===== config.mk =====
export PLATFORM = sky130hd
export DESIGN_NAME = core_pipe_ctrl
export DESIGN_NICKNAME = d
export VERILOG_FILES = /design/src/rtl/core_pipe_ctrl.sv
export SDC_FILE = /design/constraint.sdc
export NUM_CORES = 1
export LEC_CHECK = 0
export BUFFER_PORTS_ARGS = -buffer_cell sky130_fd_sc_hd__buf_4
export CORE_ASPECT_RATIO = 0.8
export CORE_MARGIN = 10
export CORE_UTILIZATION = 44
export DETAILED_ROUTE_END_ITERATION = 16
export PLACE_DENSITY = 0.71
export SYNTH_ARGS = -nofsm -noshare
export SYNTH_HDL_FRONTEND = slang
export SYNTH_SLANG_ARGS = --single-unit

===== constraint.sdc =====
create_clock -name CLK -period 2.3 [get_ports CLK]
set_input_delay 0.23 -clock CLK [delete_from_list [all_inputs] [get_ports CLK]]
set_output_delay 0.23 -clock CLK [all_outputs]
set_load 0.05 [all_outputs]

===== src/rtl/core_pipe_ctrl.sv =====
// core_pipe_ctrl: hazard and stall controller for the RV32I in-order pipeline.
// Tracks in-flight register writers in the stages after ID, sequences
// instruction/data memory waits, and drives stage enables, bubble inserts,
// PC write and operand-forwarding selects.
// Build option: CORE_PIPE_FWD_EN enables operand forwarding. Without it,
// every RAW dependency stalls in ID until the writer has retired.
module core_pipe_ctrl #(
  parameter int NREG       = 32,
  parameter int PIPE_DEPTH = 3,   // tracked stages after ID: 1=EX ... PIPE_DEPTH=WB, legal 2..6
  parameter int LOAD_STAGE = 2,   // first stage where load data can be forwarded
  localparam int RAW = $clog2(NREG),
  localparam int FW  = $clog2(PIPE_DEPTH + 1)
) (
  input  logic           CLK,
  input  logic           NRST,
  input  logic           ID_VALID,
  input  logic [RAW-1:0] ID_RS1,
  input  logic [RAW-1:0] ID_RS2,
  input  logic           ID_RS1_USED,
  input  logic           ID_RS2_USED,
  input  logic [RAW-1:0] ID_RD,
  input  logic           ID_RD_WE,
  input  logic           ID_ISLOAD,
  input  logic           EX_REDIRECT,
  input  logic           IMEM_BUSY,
  input  logic           IMEM_DONE,
  input  logic           DMEM_REQ,
  input  logic           DMEM_DONE,
  output logic           PC_WRITE,
  output logic           IFID_WRITE,
  output logic           IDEX_WRITE,
  output logic           EXMEM_WRITE,
  output logic           MEMWB_WRITE,
  output logic           IFID_FLUSH,
  output logic           IDEX_FLUSH,
  output logic           EXMEM_FLUSH,
  output logic [FW-1:0]  FWD_SEL1,
  output logic [FW-1:0]  FWD_SEL2,
  output logic [1:0]     STALL_CAUSE
);

  localparam logic [1:0] CAUSE_NONE   = 2'd0;
  localparam logic [1:0] CAUSE_HAZARD = 2'd1;
  localparam logic [1:0] CAUSE_IMEM   = 2'd2;
  localparam logic [1:0] CAUSE_DMEM   = 2'd3;

  // Memory wait tracking
  logic imem_pend;
  logic dmem_pend;
  logic imem_wait;
  logic dmem_wait;
  logic gstall;

  // Writer scoreboard, index 1 is the youngest (EX)
  logic [PIPE_DEPTH:1] sb_valid;
  logic [PIPE_DEPTH:1] sb_load;
  logic [RAW-1:0]      sb_rd [1:PIPE_DEPTH];

  // Source matching
  logic          src1_live;
  logic          src2_live;
  logic          hit1;
  logic          hit2;
  logic          lhz1;
  logic          lhz2;
  logic [FW-1:0] idx1;
  logic [FW-1:0] idx2;

  // Hazard resolution
  logic          stall1;
  logic          stall2;
  logic          hazard;
  logic          bubble;
  logic          id_entry_valid;
  logic [FW-1:0] sel1;
  logic [FW-1:0] sel2;

  // A DONE in the same cycle as BUSY/REQ completes the access immediately.
  assign imem_wait = (imem_pend | IMEM_BUSY) & ~IMEM_DONE;
  assign dmem_wait = (dmem_pend | DMEM_REQ) & ~DMEM_DONE;
  assign gstall    = imem_wait | dmem_wait;

  assign src1_live = ID_VALID & ID_RS1_USED & (ID_RS1 != '0);
  assign src2_live = ID_VALID & ID_RS2_USED & (ID_RS2 != '0);

  // x0 is never a real destination, so it is not tracked.
  assign id_entry_valid = ID_VALID & ID_RD_WE & (ID_RD != '0);

  // Youngest matching writer per source: scan oldest to youngest so the smallest stage index wins.
  always_comb begin
    hit1 = 1'b0;
    idx1 = '0;
    lhz1 = 1'b0;
    hit2 = 1'b0;
    idx2 = '0;
    lhz2 = 1'b0;
    for (int k = PIPE_DEPTH; k >= 1; k--) begin
      if (src1_live && sb_valid[k] && (sb_rd[k] == ID_RS1)) begin
        hit1 = 1'b1;
        idx1 = FW'(k);
        lhz1 = sb_load[k] && (k < LOAD_STAGE);
      end
      if (src2_live && sb_valid[k] && (sb_rd[k] == ID_RS2)) begin
        hit2 = 1'b1;
        idx2 = FW'(k);
        lhz2 = sb_load[k] && (k < LOAD_STAGE);
      end
    end
  end

`ifdef CORE_PIPE_FWD_EN
  // Only a load whose data is not yet available has to wait; everything else is forwarded.
  assign stall1 = hit1 & lhz1;
  assign stall2 = hit2 & lhz2;
  assign sel1   = (hit1 & ~lhz1) ? idx1 : '0;
  assign sel2   = (hit2 & ~lhz2) ? idx2 : '0;
`else
  // No forwarding path: a consumer waits until its producer has left WB.
  assign stall1 = hit1;
  assign stall2 = hit2;
  assign sel1   = '0;
  assign sel2   = '0;

  logic unused_fwd;
  assign unused_fwd = ^{idx1, idx2, lhz1, lhz2};
`endif

  assign hazard = stall1 | stall2;

  // A redirect squashes the ID instruction, so it must not enter the scoreboard either.
  assign bubble = EX_REDIRECT | hazard;

  // Stage enables, flushes, forwarding selects and stall cause, in priority order.
  always_comb begin
    PC_WRITE    = 1'b0;
    IFID_WRITE  = 1'b0;
    IDEX_WRITE  = 1'b0;
    EXMEM_WRITE = 1'b0;
    MEMWB_WRITE = 1'b0;
    IFID_FLUSH  = 1'b0;
    IDEX_FLUSH  = 1'b0;
    EXMEM_FLUSH = 1'b0;
    FWD_SEL1    = '0;
    FWD_SEL2    = '0;
    STALL_CAUSE = CAUSE_NONE;
    if (!NRST) begin
      IFID_FLUSH  = 1'b1;
      IDEX_FLUSH  = 1'b1;
      EXMEM_FLUSH = 1'b1;
    end else begin
      FWD_SEL1 = sel1;
      FWD_SEL2 = sel2;
      if (gstall) begin
        // Freeze the whole pipe; a pending redirect waits for the first free cycle.
        STALL_CAUSE = dmem_wait ? CAUSE_DMEM : CAUSE_IMEM;
      end else if (EX_REDIRECT) begin
        PC_WRITE    = 1'b1;
        IFID_FLUSH  = 1'b1;
        IDEX_FLUSH  = 1'b1;
        EXMEM_WRITE = 1'b1;
        MEMWB_WRITE = 1'b1;
      end else if (hazard) begin
        // Hold IF/ID, push a bubble into EX, let older instructions drain.
        IDEX_FLUSH  = 1'b1;
        EXMEM_WRITE = 1'b1;
        MEMWB_WRITE = 1'b1;
        STALL_CAUSE = CAUSE_HAZARD;
      end else begin
        PC_WRITE    = 1'b1;
        IFID_WRITE  = 1'b1;
        IDEX_WRITE  = 1'b1;
        EXMEM_WRITE = 1'b1;
        MEMWB_WRITE = 1'b1;
      end
    end
  end

  // Pending memory flags and scoreboard shift; everything holds during a global stall.
  always_ff @(posedge CLK) begin
    if (!NRST) begin
      imem_pend <= 1'b0;
      dmem_pend <= 1'b0;
      sb_valid  <= '0;
      sb_load   <= '0;
      for (int k = 1; k <= PIPE_DEPTH; k++) begin
        sb_rd[k] <= '0;
      end
    end else begin
      imem_pend <= imem_wait;
      dmem_pend <= dmem_wait;
      if (!gstall) begin
        for (int k = PIPE_DEPTH; k >= 2; k--) begin
          sb_valid[k] <= sb_valid[k-1];
          sb_load[k]  <= sb_load[k-1];
          sb_rd[k]    <= sb_rd[k-1];
        end
        sb_valid[1] <= id_entry_valid & ~bubble;
        sb_load[1]  <= id_entry_valid & ~bubble & ID_ISLOAD;
        sb_rd[1]    <= ID_RD;
      end
    end
  end

endmodule


### Word level (Yosys, flattened, before mapping)

Memories as Yosys holds them, arrays and structs flattened.
Index checks and enable logic that the tools add are counted.

* bits in writable memories: 15
* memories kept: 1
* register bits after elaboration: 5

* eq/ne operators: 6
* reduce and logical (&&, ||, !) cells: 15
* bitwise logic cells: 20
* multiplexer cells: 32

Memory list
* sb_rd: words 3, bits a word 5, read ports 3, clocked after Yosys merged registers in 0, wr ports 3, line 57 `logic [RAW-1:0] sb_rd [1:PIPE_DEPTH];`

Operators by type and width (number)
* $eq A5 B5 Y1: 6
* $mux W1: 27
* $mux W5: 3
* $reduce_bool A5 Y1: 3
* $logic_and A1 B1 Y1: 12
* $and A1 B1 Y1: 9
* $or A1 B1 Y1: 8
* $mux W2: 2
* $not A1 Y1: 3

### Logic depth before layout (Yosys ltp)

Gate-level depths: netlist (run 1).

* word-level depth: 12
* gate-level depth with buffers: 7
* depth with buffers taken out: 6

### Least setup slack after synthesis (run 1)

Ideal clock, no wire load.

* kind: input port to output port
* start: input ID_RS2[1]
* end: output IFID_WRITE
* stages on the path: 5
* path slack: -531 ps
* path buffers: 1
* data arrival time: 2601 ps
* cells stage by stage: or4_1 -> o211ai_2 -> o32ai_4 -> nor3_1 -> buf_4

* longest elaborated chain between the ends: 12

Ends and longest elaborated chain
* start: declaration: line 18 `input logic [RAW-1:0] ID_RS2,`
* $reduce_bool A5 Y1: line 84 `assign src2_live = ID_VALID & ID_RS2_USED & (ID_RS2 != '0);`
* $and A1 B1 Y1: line 84
* $logic_and A1 B1 Y1 (2 in a row): line 103 `if (src2_live && sb_valid[k] && (sb_rd[k] == ID_RS2)) begin`
* $mux W1 (2 in a row): line 103
* $mux W1 (*): line 103
* $or A1 B1 Y1 (*): line 128 `assign hazard = stall1 | stall2;`
* $mux W1 (*) (4 in a row)
* end: declaration: line 30 `output logic IFID_WRITE,`

Every way passes the cells marked *; elsewhere a longest branch is shown, timed or not.

==> results of run 1 <==
==> worst register-to-register path: stages (launching register included) <==
cell and delay [ns]:
edfxtp_1 0.46, xor2_1 0.17, nor4_1 0.30, nand3_1 0.11, and3_4 0.19, o32ai_4 0.28, buf_4 0.17, o41ai_2 0.06
==> cell usage after synthesis <==
master	number	area, um^2
a31o_1	1	8.76
o41ai_2	1	16.3
xor2_1	24	210
xnor2_1	6	52.6
clkbuf_1	2	7.51
a22o_1	2	17.5
o211ai_2	1	12.5
o32ai_4	1	27.5
dfxtp_1	5	100
and3_1	1	6.26
nor3_1	3	15.0
inv_1	4	15.0
a21oi_1	1	5.00
buf_4	6	45.0
edfxtp_1	15	450
and3_4	1	11.3
conb_1	1	3.75
or2_2	1	6.26
nor4_1	6	37.5
and2_1	15	93.8
nor2_1	6	22.5
or4_1	3	22.5
nand2_1	5	18.8
nand3_1	6	30.0
o211ai_1	1	7.51
a21o_1	1	7.51
==> kinds of logic after synthesis <==
kind of cell / after synthesis / synth area share [%]
buffers and inverters: 12 / 5.40
AND/OR/NAND/NOR: 47 / 21.1
flip-flops: 20 / 44.0
other: 1 / 0.300
XOR/XNOR: 30 / 21.0
AO/OA/AOI/OAI: 9 / 8.20
==> routing by layer <==
layer  share of wire (%)  vias up
met5                   0        -
met4                0.29        0
met3                 7.9        2
met2                  47       38
met1                  44      495
li1                    -      492
==> cell type report <==
class	count	area (um^2)	share of cell area [%]
inverters	4	18.8	1.14
repair buffers	45	353	21.4
well taps	38	47.5	2.88
flip-flops and latches	20	551	33.4
multi-input cells	90	654	39.7
clock buffers	4	26.3	1.59
==> stage by stage <==
| step | power (uW) | setup slack (ns) | utilization, % |
|---|---|---|---|
| floorplan | 605 | -0.0347 | - |
| global placement | 681 | 0.125 | 56.3 |
| detailed placement | 692 | 0.0787 | 56.3 |
| CTS | 876 | -0.113 | 59.1 |
| global route | 923 | -0.238 | 60.1 |
| finish | 879 | -0.151 | 60.1 |
==> path summary, 6_finish.rpt <==
kind	from	endpoint	slack (ns)	cells past startpoint
max	sb_rd[0][8]	STALL_CAUSE[0]	-0.15	7
min	IMEM_DONE	imem_pend	0.1	2
max reg2reg	sb_rd[0][8]	sb_valid[1]	0.45	7
min reg2reg	sb_valid[3]	sb_valid[3]	0.52	1
==> what timing repair did <==
action,4_1_cts,5_1_grt
setup buffers,5,3
pin swaps,7,6
hold endpoints to repair,0,0
endpoints found under the setup margin,5,5
gates resized for setup,4,1
==> report_power, final <==
group / switching, uW / internal, uW
Sequential: 24.8 / 420
Clock: 107 / 67.6
Combinational: 150 / 110
Total: 281 / 598
==> state kept, by name, summed over array words and instances (netlist names) <==
name / count
dmem_pend: 1
imem_pend: 1
sb_rd: 15
sb_valid: 3
==> results by group, run 1 <==
Detailed routing
  – 1st-iter DRT viols: 69
  – Final ANT Viol Nets: 0
  – DRT Wirelength: 3.44 mm
  – Vias: 1027
  – First-pass DRT Iterations: 4
  – Wirelength per Cell: 17.1 um
  – Post-DR vias/cell: 5.11
  – DRC: 0

Cells and area
  – Proportion of layout cells with a drive suffix above 1: 34.4%
  – Fin nets: 191
  – Commonest non-fill, non-tap cell in the layout: buf_4
  – Area Overhead vs Synth: 31.9%
  – Antenna diode count: 0
  – Number of fill cells in the layout: 248
  – Commonest cells after routing, fill and taps aside: 41 x buf_4, 24 x xor2_1, 15 x and2_1, 15 x edfxtp_1
  – Design Area, Final: 1650 um^2
  – Non-filler cells, final: 201

Timing
  – RSZ-0062 raised after global routing: true
  – Final min period: 2.45 ns
  – F_max: 408 MHz
  – Hold Vio Cnt, Final: 0
  – Worst setup margin: -0.151 ns
  – Setup-failing EPs final: 5
  – Hold Worst Slack: 0.0984 ns
  – Final period util: 107%
  – Max-slew violations: 0
  – Final setup skew: 0.0102 ns
  – Setup TNS Final: -0.594 ns

Status
  – Run status: complete, but fails checks
  – Failing checks: negative setup slack

CTS
  – CTS tree: built
  – CTS Buffer Depth: 2
  – Clock Tree Root: clkbuf_4
  – H-tree levels: 1
  – Insertion delay to the later sink of the worst-skew pair: 0.30 ns
  – CTS Hold Bufs: 0
  – Clock transition at the registers of the reported paths: 0.12 ns
  – CTS buffer count: 3
  – CTS Sinks: 20

Die
  – Core footprint: 2740 um^2
  – Die Wd: 79.6 um
  – Die footprint: 5390 um^2
  – Starting density of the core: 45.6%
  – IO Pins: 41
  – Chip height: 67.7 um
  – Row count: 17

Logic synthesis
  – Synth Cell Area: 1250 um^2
  – Post-synthesis instance total: 119
  – Distinct cell type count after synthesis: 26
  – YS warnings: 0
  – Seq/Total Area, Yosys: 44.0%
  – Mean Syn Cell Area: 10.5 um^2
  – Synth Register Bits: 20

Flow run
  – Max-Cap Viols: 0

Worst setup path
  – Kind of critical path: flop to output pin
  – Crit path capture type: output pin
  – CP cell instances: xor2_1 > nor4_1 > nand3_1 > and3_4 > o32ai_4 > a31o_1 > buf_6
  – Delay-heaviest family, CP: simple AND/OR/NAND/NOR gates
  – Largest stage delay on the critical path: 0.46 ns
  – Critical-path top delay cell: edfxtp_1
  – CP Data Required Time: 2.07 ns
  – Type of origin of the critical path: flop
  – Buffer and inverter count on the worst path: 1
  – Data arrival, critical path: 2.22 ns
  – CP max FO: 5

Place
  – Routability cong.: 0.861
  – DPL Wire Length: 2.61 mm
  – Post-Place Cells: 189
  – Dpl cell area: 1540 um^2
  – # port buffers: 35

GRT
  – Global Route Usage Sum: 13.0%
  – Grt met3 use: 5.04%
  – GR Overflow Total: 0
  – Vias in the first global route: 1089
  – First-pass GRT wire length: 5.47 mm
  – Met1 usage: 15.7%
  – Pin count of the biggest net entering global routing: 16
  – M2 GR Usage: 22.5%
  – Initial antenna violation count: 0
  – GR peak layer: met2

Power
  – Worst VDD drop: 263 uV
  – Pwr dens: 533 nW/um^2
  – Leak Pwr: 0.000735 uW

Hold path
  – Hold Crit Class: input pin to flop
Power figures use the tool's default switching activity.
==> inputs of run 2 (changes only) <==
- ABC_AREA: not set -> 1
- PLACE_DENSITY: 0.71 -> 0.69
==> run 2 against run 1 <==
The flow now finishes without violations. Via count grew 39%. Sequential power shrank 2%. Area after synthesis is 15% higher. Core utilization shrank 3.2 points. Worst setup slack improved by 0.53 ns. Flip-flop and latch count did not move.
==> results by group, run 2 <==
Status
  – Run status: completed (was complete, but fails checks)

Timing
  – Setup TNS Final: 0 ns (was -0.594 ns)
  – Final setup skew: 0.00413 ns (was 0.0102 ns)
  – Final period util: 83.4% (was 107%)
  – Final min period: 1.92 ns (was 2.45 ns)
  – F_max: 521 MHz (was 408 MHz)
  – RSZ-0062 raised after global routing: false (was true)
  – Hold Vio Cnt, Final: 0 (unchanged)
  – Max-slew violations: 0 (unchanged)
  – Setup-failing EPs final: 0 (was 5)

Logic synthesis
  – Ys async rst share: 0% (unchanged)
  – Most common library cells after synthesis: 80 x nand2_1, 45 x nor2_1, 35 x inv_1 (was 24 x xor2_1, 15 x and2_1, 15 x edfxtp_1)
  – Ranking of synthesized cells by area: edfxtp_1 31%, nand2_1 21%, nor2_1 12% (was edfxtp_1 36%, xor2_1 17%, dfxtp_1 8.0%)
  – Mean Syn Cell Area: 6.26 um^2 (was 10.5 um^2)
  – Yosys top cell area share: 31.3% (was 36.0%)
  – Post-synthesis instance total: 230 (was 119)
  – Seq/Total Area, Yosys: 38.3% (was 44.0%)
  – Synth Cell Area: 1440 um^2 (was 1250 um^2)
  – Distinct cell type count after synthesis: 21 (was 26)
  – Synth area leader: edfxtp_1 (unchanged)
  – Synth Flop Type: edfxtp_1 (unchanged)
  – Synth Register Bits: 20 (unchanged)
  – Most common cell in the synthesized netlist: nand2_1 (was xor2_1)
  – EDFF count, synth: 15 (unchanged)
  – YS warnings: 0 (unchanged)

Power
  – Clock share of power: 26.2% (was 19.8%)
  – Worst VDD drop: 330 uV (was 263 uV)
  – Leak Pwr: 0.000959 uW (was 0.000735 uW)
  – Pwr dens: 532 nW/um^2 (was 533 nW/um^2)
  – P_int: 629 uW (was 598 uW)
  – Comb pwr share: 27.6% (was 29.5%)
  – Switching share of power: 33.1% (was 32.0%)
  – Switch Pwr: 312 uW (was 281 uW)
  – Seq pwr share: 46.2% (was 50.7%)

Die
  – Die Wd: 83.9 um (was 79.6 um)
  – Row count: 18 (was 17)
  – Die footprint: 5970 um^2 (was 5390 um^2)
  – Starting density of the core: 46.3% (was 45.6%)
  – Chip height: 71.2 um (was 67.7 um)
  – Core footprint: 3110 um^2 (was 2740 um^2)
  – IO Pins: 41 (unchanged)

Cells and area
  – Largest Register: sb_rd (unchanged)
  – Commonest cells after routing, fill and taps aside: 80 x nand2_1, 45 x nor2_1, 37 x buf_4, 35 x inv_1, 15 x edfxtp_1 (was 41 x buf_4, 24 x xor2_1, 15 x and2_1, 15 x edfxtp_1)
  – Fin nets: 294 (was 191)
  – Area Overhead vs Synth: 23.0% (was 31.9%)
  – Proportion of layout cells with a drive suffix above 1: 20.3% (was 34.4%)
  – Commonest non-fill, non-tap cell in the layout: nand2_1 (was buf_4)
  – Design Area, Final: 1770 um^2 (was 1650 um^2)
  – Util after Layout: 56.9% (was 60.1%)
  – Biggest regs: sb_rd (15), sb_valid (3) (unchanged)
  – Non-filler cells, final: 306 (was 201)
  – Antenna diode count: 0 (unchanged)
  – Largest register FFs: 15 (unchanged)

Worst setup path
  – RR Startpoint: imem_pend (was sb_rd[0][8])
  – Type of origin of the critical path: flop (unchanged)
  – Reg2reg setup slack: 0.86 ns (was 0.45 ns)
  – Crit path capture type: output pin (unchanged)
  – CP max FO: 4 (was 5)
  – Data arrival, critical path: 1.69 ns (was 2.22 ns)
  – CP startpoint: sb_rd[0][13] (was sb_rd[0][8])
  – CP Data Required Time: 2.07 ns (about the same)
  – Kind of critical path: flop to output pin (unchanged)

Flow run
  – Max-Cap Viols: 0 (unchanged)

Detailed routing
  – Vias: 1430 (was 1027)
  – Wirelength per Cell: 11.7 um (was 17.1 um)
  – DRT Wirelength: 3.57 mm (was 3.44 mm)
  – 1st-iter DRT viols: 127 (was 69)
  – DRC: 0 (unchanged)
  – Final ANT Viol Nets: 0 (unchanged)
  – First-pass DRT Iterations: 4 (unchanged)
  – Post-DR vias/cell: 4.67 (was 5.11)

Hold path
  – Hold Crit Class: input pin to flop (unchanged)
  – Min-delay src: IMEM_DONE (unchanged)

GRT
  – Global Route Usage Sum: 11.7% (was 13.0%)
  – Vias in the first global route: 1368 (was 1089)
  – GR Overflow Total: 0 (unchanged)
  – Initial antenna violation count: 0 (unchanged)
  – First-pass GRT wire length: 5.93 mm (was 5.47 mm)
  – Pin count of the biggest net entering global routing: 12 (was 16)

CTS
  – Clock transition at the registers of the reported paths: 0.08 ns (was 0.12 ns)
  – H-tree levels: 1 (unchanged)
  – Setup Buffers After CTS: 0 (was 5)
  – CTS Sinks: 20 (unchanged)
  – CTS Hold Bufs: 0 (unchanged)
  – Clock Tree Root: clkbuf_8 (was clkbuf_4)
  – Resized cells post-CTS: 0 (was 4)
  – CTS buffer count: 3 (unchanged)
  – CTS Buffer Depth: 2 (unchanged)
  – Insertion delay to the later sink of the worst-skew pair: 0.26 ns (was 0.30 ns)
  – CTS tree: built (unchanged)

Place
  – # port buffers: 35 (unchanged)
  – Post-Place Cells: 302 (was 189)
  – Routability cong.: 0.911 (was 0.861)
  – DPL Wire Length: 2.93 mm (was 2.61 mm)
  – Dpl cell area: 1720 um^2 (was 1540 um^2)
## run 2: cell types whose count changed after synthesis, moves of 4 or more
| cell | change |
|---|---|
| o21ai_0 | +6 |
| nor4_1 | -6 |
| nor2_1 | +39 |
| nand3_1 | +4 |
| xnor2_1 | -6 |
| nand2_1 | +75 |
| xor2_1 | -24 |
| and2_1 | -15 |
| inv_2 | +7 |
| inv_1 | +31 |
## run 2: final cells by class
cell class              count  area, um^2
fillers                   314        1340
multi-input cells         163         688
flip-flops and latches     20         551
repair buffers             37         278
inverters                  42         158
well taps                  40        50.0
clock buffers               4        45.0
## run 2: power groups by stage
| stage | clock network (uW) | registers, uW | logic, uW |
|---|---|---|---|
| floorplan | 0 | 439 | 177 |
| global placement | 0 | 443 | 259 |
| detailed placement | 0 | 443 | 259 |
| CTS | 245 | 435 | 260 |
| global route | 258 | 439 | 290 |
| finish | 246 | 435 | 260 |
## run 2: cells by family after synthesis
group                  Yosys count  synth area share (%)
and+or+nand+nor                147                  42.4
buffers and inverters           50                  14.7
DFF                             20                  38.3
AOI/OAI and AO/OA               12                  4.35
other                            1                 0.261
## run 2: path summary, 6_finish.rpt
| check | to | cells past startpoint |
|---|---|---|
| worst max register to register | sb_rd[0][9] | 6 |
| worst min-delay path | imem_pend | 2 |
| worst max-delay path | IFID_WRITE | 10 |
| worst min register to register | imem_pend | 2 |
## run 2: per-layer routing
layer  share of wire, %  global-route usage, %
met5                  0                      0
met4               0.81                   1.86
met3                 11                   4.12
met2                 38                   16.7
met1                 51                   16.7
## run 2: through the flow
| stage | hold slack (ns) | power [uW] | setup slack, ns |
|---|---|---|---|
| detailed placement | 0.404 | 702 | 0.645 |
| CTS | 0.133 | 940 | 0.379 |
| finish | 0.129 | 941 | 0.382 |
| global route | 0.144 | 988 | 0.225 |
| global placement | 0.405 | 702 | 0.658 |
| floorplan | 0.307 | 616 | 0.194 |
## run 2: worst max-delay path, cell delays in order, from the launching register on
cell	delay (ns)
edfxtp_1	0.41
inv_1	0.13
nand2_1	0.06
o21ai_0	0.07
nor2_1	0.07
nand3_1	0.10
nand3_2	0.08
nand2_2	0.09
nand2_4	0.07
nor3_2	0.14
buf_4	0.23
